==> config.mk <==
export PLATFORM = sky130hd
export DESIGN_NAME = uart_rx_packet_deframer
export DESIGN_NICKNAME = d
export VERILOG_FILES = /design/src/rtl/uart_rx_packet_deframer.sv
export SDC_FILE = /design/constraint.sdc
export NUM_CORES = 1
export LEC_CHECK = 0
export BUFFER_PORTS_ARGS = -buffer_cell sky130_fd_sc_hd__clkbuf_2
export CORE_UTILIZATION = 65
export DETAILED_ROUTE_END_ITERATION = 10
export PLACE_DENSITY_LB_ADDON = 0.08
export SETUP_SLACK_MARGIN = 0.4
export SYNTH_ARGS = -nofsm -noshare
export SYNTH_HDL_FRONTEND = slang
export SYNTH_SLANG_ARGS = --single-unit
==> constraint.sdc <==
create_clock -name sys_clk_i -period 3.52 [get_ports sys_clk_i]
set_input_delay 0.704 -clock sys_clk_i [delete_from_list [all_inputs] [get_ports sys_clk_i]]
set_output_delay 0.704 -clock sys_clk_i [all_outputs]
set_load 0.02 [all_outputs]
==> src/rtl/uart_rx_packet_deframer.sv <==
// Packet deframer that sits behind an 8N1 UART receiver.
// It hunts for frames of the form SYNC, LEN, LEN payload bytes, CSUM.
// The payload is buffered, and it is released on a valid/ready stream
// only after the checksum has verified.
//
// Ports:
//   sys_clk_i      system clock, rising edge
//   rst_n_i        synchronous reset, active low
//   en_i           gates rx_strobe_i
//   rx_data_i      received byte
//   rx_strobe_i    single-cycle strobe, rx_data_i valid
//   out_data_o     payload byte        out_valid_o  payload byte valid
//   out_ready_i    consumer ready      out_last_o   final payload byte
//   pkt_len_o      length of packet being drained
//   busy_o         not hunting
//   len_err_o, csum_err_o, timeout_err_o, overrun_err_o   1-cycle error strobes
//
// state   | meaning
// HUNT    | waiting for SYNC_BYTE
// LEN     | expecting the length byte
// PAYLOAD | storing payload bytes into the buffer
// CSUM    | expecting the checksum byte
// DRAIN   | presenting the verified payload downstream
module uart_rx_packet_deframer #(
  parameter int          SYSCLK_F      = 24000000,
  parameter int          BAUDRATE      = 500000,
  parameter int          BYTE_W        = 8,
  parameter logic [7:0]  SYNC_BYTE     = 8'hA5,
  parameter int          MAX_LEN       = 16,
  parameter int          TIMEOUT_BYTES = 4
) (
  input  logic                             sys_clk_i,
  input  logic                             rst_n_i,
  input  logic                             en_i,
  input  logic [BYTE_W-1:0]                rx_data_i,
  input  logic                             rx_strobe_i,
  output logic [BYTE_W-1:0]                out_data_o,
  output logic                             out_valid_o,
  input  logic                             out_ready_i,
  output logic                             out_last_o,
  output logic [$clog2(MAX_LEN+1)-1:0]     pkt_len_o,
  output logic                             busy_o,
  output logic                             len_err_o,
  output logic                             csum_err_o,
  output logic                             timeout_err_o,
  output logic                             overrun_err_o
);

  localparam int LW          = $clog2(MAX_LEN+1);
  localparam int AW          = $clog2(MAX_LEN);
  localparam int TIMEOUT_CYC = TIMEOUT_BYTES * 10 * (SYSCLK_F / BAUDRATE);
  localparam int TW          = $clog2(TIMEOUT_CYC);
  localparam logic [TW-1:0]     TMR_LOAD  = TW'(TIMEOUT_CYC - 1);
  localparam logic [BYTE_W-1:0] MAX_LEN_B = BYTE_W'(MAX_LEN);

  typedef enum logic [2:0] {HUNT, LEN, PAYLOAD, CSUM, DRAIN} state_t;

  state_t              state_q, state_d;
  logic [LW-1:0]       len_q, len_d;
  logic [LW-1:0]       idx_q, idx_d;
  logic [LW-1:0]       rd_q, rd_d;
  logic [BYTE_W-1:0]   sum_q, sum_d;
  logic [TW-1:0]       tmr_q, tmr_d;
  logic                len_err_q, len_err_d;
  logic                csum_err_q, csum_err_d;
  logic                tmo_err_q, tmo_err_d;
  logic                ovr_err_q, ovr_err_d;
  logic                wr_en;
  logic [BYTE_W-1:0]   mem [MAX_LEN];

  logic                strobe;
  logic                timed;
  logic                expired;
  logic                xfer;
  logic [BYTE_W-1:0]   csum_sum;

  assign strobe   = rx_strobe_i && en_i;
  assign timed    = (state_q == LEN) || (state_q == PAYLOAD) || (state_q == CSUM);
  // A strobe in the same cycle as the terminal count wins over the timeout.
  assign expired  = timed && !strobe && (tmr_q == '0);
  assign xfer     = out_valid_o && out_ready_i;
  assign csum_sum = sum_q + rx_data_i;

  assign out_valid_o   = (state_q == DRAIN);
  assign out_data_o    = out_valid_o ? mem[rd_q[AW-1:0]] : '0;
  assign out_last_o    = out_valid_o && (rd_q == len_q - 1'b1);
  assign pkt_len_o     = out_valid_o ? len_q : '0;
  assign busy_o        = (state_q != HUNT);
  assign len_err_o     = len_err_q;
  assign csum_err_o    = csum_err_q;
  assign timeout_err_o = tmo_err_q;
  assign overrun_err_o = ovr_err_q;

  always_comb begin
    state_d    = state_q;
    len_d      = len_q;
    idx_d      = idx_q;
    rd_d       = rd_q;
    sum_d      = sum_q;
    len_err_d  = 1'b0;
    csum_err_d = 1'b0;
    tmo_err_d  = 1'b0;
    ovr_err_d  = 1'b0;
    wr_en      = 1'b0;

    // Outside the timed states the timer is held at its load value, so
    // entering LEN starts a fresh count; every strobe restarts it too.
    if (strobe || !timed) begin
      tmr_d = TMR_LOAD;
    end else if (tmr_q != '0) begin
      tmr_d = tmr_q - 1'b1;
    end else begin
      tmr_d = tmr_q;
    end

    case (state_q)
      HUNT: begin
        if (strobe && (rx_data_i == SYNC_BYTE)) state_d = LEN;
      end
      LEN: begin
        if (strobe) begin
          if ((rx_data_i == '0) || (rx_data_i > MAX_LEN_B)) begin
            len_err_d = 1'b1;
            state_d   = HUNT;
          end else begin
            len_d   = rx_data_i[LW-1:0];
            sum_d   = rx_data_i;
            idx_d   = '0;
            state_d = PAYLOAD;
          end
        end else if (expired) begin
          tmo_err_d = 1'b1;
          state_d   = HUNT;
        end
      end
      PAYLOAD: begin
        if (strobe) begin
          wr_en = 1'b1;
          sum_d = sum_q + rx_data_i;
          idx_d = idx_q + 1'b1;
          if (idx_q == len_q - 1'b1) state_d = CSUM;
        end else if (expired) begin
          tmo_err_d = 1'b1;
          state_d   = HUNT;
        end
      end
      CSUM: begin
        if (strobe) begin
          if (csum_sum == '0) begin
            rd_d    = '0;
            state_d = DRAIN;
          end else begin
            csum_err_d = 1'b1;
            state_d    = HUNT;
          end
        end else if (expired) begin
          tmo_err_d = 1'b1;
          state_d   = HUNT;
        end
      end
      DRAIN: begin
        if (strobe) ovr_err_d = 1'b1;
        if (xfer) begin
          if (out_last_o) state_d = HUNT;
          else            rd_d    = rd_q + 1'b1;
        end
      end
      default: state_d = HUNT;
    endcase
  end

  always_ff @(posedge sys_clk_i) begin
    if (!rst_n_i) begin
      state_q    <= HUNT;
      len_q      <= '0;
      idx_q      <= '0;
      rd_q       <= '0;
      sum_q      <= '0;
      tmr_q      <= TMR_LOAD;
      len_err_q  <= 1'b0;
      csum_err_q <= 1'b0;
      tmo_err_q  <= 1'b0;
      ovr_err_q  <= 1'b0;
    end else begin
      state_q    <= state_d;
      len_q      <= len_d;
      idx_q      <= idx_d;
      rd_q       <= rd_d;
      sum_q      <= sum_d;
      tmr_q      <= tmr_d;
      len_err_q  <= len_err_d;
      csum_err_q <= csum_err_d;
      tmo_err_q  <= tmo_err_d;
      ovr_err_q  <= ovr_err_d;
    end
  end

  // Payload buffer carries no reset; its contents only matter in DRAIN.
  always_ff @(posedge sys_clk_i) begin
    if (wr_en) mem[idx_q[AW-1:0]] <= rx_data_i;
  end

endmodule
* Word-level counts from Yosys, hierarchy flattened
Memories as Yosys holds them, arrays and structs flattened. A register that Yosys moved wholly into a read port is not among the register bits.
Index checks and enable logic that the tools add are counted.
** Storage, ports and cells
- Output and inout port bits :: 20
- RAM bits :: 128
- Latch bits :: 0
- Memory bits (read-only) :: 0
- Bits of input ports :: 13
- Memories :: 1
- Register bits after elaboration :: 41
** Memories
- mem :: words 16, bits a word 8, rd ports 1, clocked after memory_dff 1, wr ports 1, line 69 : logic [BYTE_W-1:0] mem [MAX_LEN];
** Operators by class
- Multipliers :: 0
- Divide/modulo/power cells :: 0
- Equality and inequality tests :: 17
- Reduce and logical (&&, ||, !) cells :: 30
- Order comparisons :: 1
- Bitwise gates (word level) :: 3
- Shift-type cells :: 0
- Add/subtract/negate cells :: 5
- Muxes and demuxes :: 35
** Operator list (count)
- $mux 5 :: 8
- $mux 8 :: 4
- $mux 3 :: 9
- $pmux 5 s2 :: 2
- $logic_not 8->1 :: 2
- $pmux 8 s2 :: 1
- $pmux 3 s5 :: 1
- $ne 2x2->1 const B :: 6
- $logic_not 11->1 :: 1
- $reduce_bool 11->1 :: 1
- $sub 11x1->11 const B :: 1
- $add 5x1->5 const B :: 2
- $eq 5x5->1 :: 2
- $reduce_and 3->1 :: 3
- $add 8x8->8 :: 1
- $eq 8x8->1 const B :: 1
- $gt 8x5->1 const B :: 1
- $mux 4 :: 2
- $reduce_and 4->1 :: 2
- $mux 1 :: 7
- $eq 3x2->1 const B :: 2
- $logic_and 1x1->1 :: 6
- $ne 2x1->1 const B :: 3
- $reduce_or 3->1 :: 2
- other kinds (14) :: 21

* Depth between registers and ports, before layout
Gate-level depths: netlist of the first run.
- Depth in word-level cells :: 8
- Mapped depth :: 10
- Depth with buffers taken out :: 9

* Least setup slack after synthesis of the first run
Ideal clock, no wire load.
- Kind :: reg-to-output
- Start point :: register (tool-made name)
- End point :: output port out_data_o[0]
- Arrival :: 2.010 ns
- Required time :: 2.816 ns
- Path slack :: 0.806 ns
- Cell stages (with the launch flop) :: 6
- Buffers on the path :: 2
- Path through :: dfxtp_1 clkbuf_1 buf_2 mux4_2 mux4_2 and2_1
** RTL lines
- to (decl) :: line 37 : output logic [BYTE_W-1:0] out_data_o,

==> flow_metrics.env, run 1 <==
export IMPL_hpwl_microns=10700
export IMPL_routed_wl_microns=16380
export IMPL_path_buf_inv=2
export IMPL_worstSetupPathType="flip-flop to primary output"
export IMPL_drc_errors=0
export IMPL_fin_worst_skew_ps=7.040
export IMPL_io_buffers=32
export IMPL_die_area_sq_mm=0.01224
export IMPL_maxSlewViolCount=0
export IMPL_slowest_stage="mux4_2"
export IMPL_grt_overflow=0
export IMPL_multi_input_area_sq_mm=0.002763
export IMPL_cpPeakStageDelay_ps=550
export IMPL_syn_inst=528
export IMPL_final_cell_mix="edfxtp_1 (128), dfxtp_1 (44), nor2_1 (42)"
export IMPL_synth_edf_count=128
export IMPL_initial_core_util=0.6692
export IMPL_ys_flop_type="edfxtp_1"
export IMPL_avgSynthCellArea_sq_um=14.53
export IMPL_synthesis_nets=557
export IMPL_hold_viol=0
export IMPL_drtAntennaViolNets=0
export IMPL_drive_gt1_frac=0.2575
export IMPL_grt_pass1_vias=4681
export IMPL_fmax_ghz=0.3221
export IMPL_die_height_microns=110.7
export IMPL_layout_commonest_cell="edfxtp_1"
export IMPL_placed_area_sq_mm=0.008118
export IMPL_hold_class="flip-flop to flip-flop"
export IMPL_cp_start_kind="flip-flop"
export IMPL_cp_data_required_time_ps=2820
export IMPL_cp_arrival_ps=2400
export IMPL_powerDensity_mw_per_mm2=464.9
export IMPL_relSlewSlack=0.5718
export IMPL_rsz0062_at_grt="yes"
export IMPL_grt_antenna_before_repair=0
export IMPL_first_iter_violations=449
export IMPL_n_fill_cell=675
export IMPL_grt_max_degree=33
export IMPL_dp_cells=705
export IMPL_rows=39
export IMPL_clk_latency_ps=430
export IMPL_syn_area_sq_mm=0.007674
export IMPL_die_x_microns=110.7
export IMPL_path_cells="buf_12 -> mux4_2 -> mux4_2 -> and2_4 -> buf_6"
export IMPL_place_congestion=0.9001
export IMPL_finalSetupViolCount=0
export IMPL_grt_pass1_wl_microns=25850
export IMPL_async_flop_share=0
export IMPL_p_leak_nw=2.983
export IMPL_grtUsageTotal=0.2851
export IMPL_worst_slack_ps=415.7
export IMPL_holdBufCountCts=0
export IMPL_clkTransAtPathRegs_ps=60
export IMPL_status="completed"
export IMPL_worst_pin_slew_ps=641.4
export IMPL_regArea_sq_mm=0.004748
export IMPL_vias=4687
export IMPL_clkSinkCount=173
export IMPL_synth_cell_types=62
export IMPL_area_growth_pct=14.28
export IMPL_path_common_cell="mux4_2"
export IMPL_place_ws_ps=537.6
export IMPL_layout_nets=614
export IMPL_ios=33
export IMPL_cp_top_family="multiplexers"
export IMPL_diodes=0
export IMPL_vias_per_cell=6.325
export IMPL_final_util=0.7648
export IMPL_cts_root_buf="clkbuf_16"
export IMPL_htreeDepth=4
export IMPL_clockBufferDepth=2
export IMPL_wl_per_cell_microns=22.10
export IMPL_coreArea_sq_mm=0.01147
export IMPL_timing_setup_tns_ps=0
export IMPL_vdd_ir_drop_max_mv=0.4730
export IMPL_ys_seq_elements=173
export IMPL_path_max_fanout=8
export IMPL_cts_buffers=17
export IMPL_tritoncts="yes"
export IMPL_finalPower_mw=4.077
export IMPL_final_min_clock_period_ps=3104
export IMPL_yosysSeqAreaShare=0.6183
export IMPL_synth_warnings=0
export IMPL_first_pass_iters=5
export IMPL_fin_area_sq_mm=0.008770
export IMPL_drv_cap=0
export IMPL_period_share=0.8819
export IMPL_endpoint_kind="primary output"
export IMPL_post_layout_nonfiller_instances=741
export IMPL_holdWs_ps=509.4
[cells in the mapped netlist, types with 12 or more instances]
library cell / count / area, sq um
xnor2_1: 20 / 175.2
mux4_2: 40 / 900.9
ha_1: 15 / 187.7
clkbuf_1: 12 / 45.04
edfxtp_1: 128 / 3844
xor2_1: 14 / 122.6
dfxtp_1: 45 / 900.9
inv_1: 13 / 48.80
nor2_1: 42 / 157.7
a21oi_1: 15 / 75.07
nand2_1: 35 / 131.4
nor3_1: 24 / 120.1
[report_power, final]
part           internal (mW)  switching, mW
registers               2.19        0.00251
clock network           1.00          0.791
logic                 0.0265         0.0697
[cell families after synthesis]
kind of cell | count (synthesis) | share of synthesized area
compound gates | 56 | 0.05511
mux | 48 | 0.1280
simple gates | 159 | 0.1066
xor+xnor | 35 | 0.04174
fa+ha+maj | 16 | 0.02707
buf+inv | 41 | 0.02315
flops | 173 | 0.6183
[repair_timing]
| action | 4_1_cts | 5_1_grt |
|---|---|---|
| setup buffers | 3 | 0 |
| cloned | 0 | 1 |
| endpoints found under the setup margin | 7 | 6 |
| gates resized for setup | 3 | 9 |
[worst paths after layout]
kind | cells after the start | to | slack (ps) | startpoint
hold / removal | 1 | sum_q[6]$_SDFFE_PN0P_ | 510 | sum_q[6]$_SDFFE_PN0P_
hold reg to reg | 1 | sum_q[6]$_SDFFE_PN0P_ | 510 | sum_q[6]$_SDFFE_PN0P_
setup / recovery | 5 | out_data_o[7] | 420 | flip-flop
setup reg to reg | 5 | mem[15][2]$_DFFE_PP_ | 810 | state_q[1]$_SDFFE_PN0P_
[area by class of cell]
type                            count  area share
Clock buffer                       18     0.05008
Sequential cell                   173      0.5414
Inverter                           16    0.006848
Timing Repair Buffer               63     0.05093
Clock inverter                     14     0.01527
Multi-Input combinational cell    314      0.3150
Tap cell                          143     0.02040
[registers in the layout, indices dropped and copies added (netlist names), named ones only]
name,cells
mem,128
timeout_err_o,1
csum_err_o,1
tmr_q,11
state_q,3
rd_q,5
len_err_o,1
idx_q,5
sum_q,8
overrun_err_o,1
len_q,5
[layer usage]
| metal | vias up | GRT usage | wire [microns] |
|---|---|---|---|
| met2 | 190 | 0.4571 | 7974 |
| met4 | 0 | 0.08889 | 269 |
| li1 | 2133 | - | - |
| met5 | - | 0 | 0 |
| met1 | 2338 | 0.4015 | 7079 |
| met3 | 26 | 0.05358 | 1052 |
Note: power is estimated with default switching activity, not from simulation.
==> run 2, diff against run 1 <==
Settings changed: ABC_AREA from default to 1.
==> run 2 against run 1 <==
Against the previous run: the run now ends with design-rule violations left; critical path depth up 2; cell area fell by 1.9%; worst setup slack better by 100 ps; die area grew 0.96%.
==> flow_metrics.env, run 2 <==
export IMPL_first_iter_violations=545
export IMPL_cp_start_kind="flip-flop"
export IMPL_grt_pass1_wl_microns=28860
export IMPL_synth_top_area_cell="edfxtp_1"
export IMPL_clkTransAtPathRegs_ps=60
export IMPL_layout_commonest_cell="nor2_1"
export IMPL_cts_setup_buffers=0
export IMPL_status="finished with violations"
export IMPL_fin_worst_skew_ps=6.759
export IMPL_async_flop_share=0
export IMPL_relSlewSlack=0.4184
export IMPL_largest_reg_flops=128
export IMPL_worst_pin_slew_ps=869.2
export IMPL_multi_input_area_sq_mm=0.002633
export IMPL_reg2reg_depth=8
export IMPL_syn_area_sq_mm=0.007749
export IMPL_cts_buffers=17
export IMPL_final_min_clock_period_ps=3001
export IMPL_clk_latency_ps=430
export IMPL_holdPathStages=2
export IMPL_place_congestion=0.9134
export IMPL_cp_data_required_time_ps=2820
export IMPL_timing_setup_tns_ps=0
export IMPL_die_area_sq_mm=0.01236
export IMPL_hpwl_microns=11670
export IMPL_rsz0062_at_grt="no"
export IMPL_crit_reg2reg_capture="mem[5][0]$_DFFE_PP_"
export IMPL_vias=5865
export IMPL_holdWs_ps=477.9
export IMPL_fmax_ghz=0.3332
export IMPL_synth_edf_count=128
export IMPL_ios=33
export IMPL_cts_resized=0
export IMPL_n_fill_cell=803
export IMPL_clkSinkCount=173
export IMPL_synth_cell_types=41
export IMPL_finalSetupViolCount=0
export IMPL_clockBufferDepth=2
export IMPL_min_to="tmr_q[1]$_SDFFE_PP1P_"
export IMPL_drtAntennaViolNets=0
export IMPL_yosysSeqAreaShare=0.6123
export IMPL_holdBufCountCts=0
export IMPL_rows=39
export IMPL_regArea_sq_mm=0.004746
export IMPL_grt_max_degree=65
export IMPL_vias_per_cell=6.116
export IMPL_die_x_microns=111.2
export IMPL_dp_cells=927
export IMPL_endpoint_kind="primary output"
export IMPL_grt_pass1_vias=5710
export IMPL_htreeDepth=4
export IMPL_violations="design-rule violations"
export IMPL_yosysMostFrequentCell="nor2_1"
export IMPL_avgSynthCellArea_sq_um=10.05
export IMPL_maxSlewViolCount=0
export IMPL_syn_inst=771
export IMPL_post_layout_nonfiller_instances=959
export IMPL_r2r_start="state_q[1]$_SDFFE_PN0P_"
export IMPL_hp_start="tmr_q[1]$_SDFFE_PP1P_"
export IMPL_hold_class="flip-flop to flip-flop"
export IMPL_area_growth_pct=10.98
export IMPL_cp_arrival_ps=2300
export IMPL_routed_wl_microns=17910
export IMPL_cts_root_buf="clkbuf_16"
export IMPL_final_cell_mix="nor2_1 (129), edfxtp_1 (128), nand2_1 (93)"
export IMPL_drc_errors=5
export IMPL_io_buffers=32
export IMPL_powerDensity_mw_per_mm2=462.4
export IMPL_final_util=0.7467
export IMPL_layout_nets=832
export IMPL_tritoncts="yes"
export IMPL_vdd_ir_drop_max_mv=0.3122
export IMPL_wl_per_cell_microns=18.67
export IMPL_grt_antenna_before_repair=0
export IMPL_period_share=0.8527
export IMPL_die_height_microns=111.2
export IMPL_synth_top_area_frac=0.4960
export IMPL_rrSetupSlack_ps=1040
export IMPL_first_pass_iters=9
export IMPL_path_max_fanout=40
export IMPL_synth_warnings=0
export IMPL_drive_gt1_frac=0.1213
export IMPL_grtUsageTotal=0.3080
export IMPL_ys_flop_type="edfxtp_1"
export IMPL_diodes=0
export IMPL_synth_common_cells="nor2_1 (129), edfxtp_1 (128), nand2_1 (93)"
export IMPL_coreArea_sq_mm=0.01152
export IMPL_worstSetupPathType="flip-flop to primary output"
export IMPL_synthesis_nets=800
export IMPL_hold_viol=0
export IMPL_synth_area_leaders="edfxtp_1 (50%), dfxtp_1 (12%), nor2_1 (6.2%), o21ai_0 (5.7%), nand2_1 (4.5%)"
export IMPL_ys_seq_elements=173
export IMPL_p_leak_nw=3.147
export IMPL_drv_cap=0
export IMPL_initial_core_util=0.6729
export IMPL_grt_overflow=0
[run 2: layout make-up]
cell class,instances,area share
flip-flops and latches,173,0.5519
multi-input cells,503,0.3061
inverters,65,0.02837
well taps,143,0.02081
clock inverters,15,0.01324
repair buffers,43,0.03012
clock buffers,17,0.04947
[run 2: logic make-up after synthesis]
family	after synthesis	synth area share
adder cells (fa/ha/maj)	16	0.02680
AO/OA/AOI/OAI	173	0.1308
AND/OR/NAND/NOR	303	0.1697
buffers and inverters	95	0.04796
XOR/XNOR	11	0.01243
flip-flops	173	0.6123
[run 2: metal layers]
| metal | part of all wire | track usage | vias to the layer above |
|---|---|---|---|
| li1 | - | - | 2789 |
| met4 | 0.023 | 0.1351 | 0 |
| met3 | 0.073 | 0.04593 | 29 |
| met5 | 0 | 0 | - |
| met1 | 0.41 | 0.3986 | 2787 |
| met2 | 0.49 | 0.5183 | 260 |
[run 2: worst max path at each step]
stage,from,cells past startpoint,end,slack [ps]
after CTS,flip-flop,6,out_data_o[2],490
final,flip-flop,7,out_data_o[0],520
after detailed placement,rx_data_i[1],15,flip-flop,620
after floorplan,rx_data_i[0],15,flip-flop,1170
after global placement,rx_data_i[1],15,flip-flop,740
after global routing,flip-flop,7,out_data_o[0],400
[run 2: power by group]
part,total (mW),switching [mW],internal [mW],leakage [nW]
registers,2.18,0.0000547,2.18,1.51
clock network,1.71,0.801,0.909,0.253
logic,0.0818,0.0634,0.0183,1.38
total,3.98,0.864,3.11,3.15
[run 2: stage by stage]
step                power, mW  setup WS (ps)  instance area [sq um]
global placement        2.304          735.3                   8056
CTS                     3.978          488.4                   8596
finish                  3.976          518.6                   8600
floorplan               2.262           1173                   7749
detailed placement      2.308          619.9                   8056
global route            4.072          401.9                   8600
[run 2: worst max-delay path, cell delays in order (launching register included)]
cell,delay [ps]
dfxtp_2,340
inv_2,330
buf_12,260
o21ai_0,130
o22ai_1,250
o211ai_1,140
a21oi_1,180
clkbuf_2,190
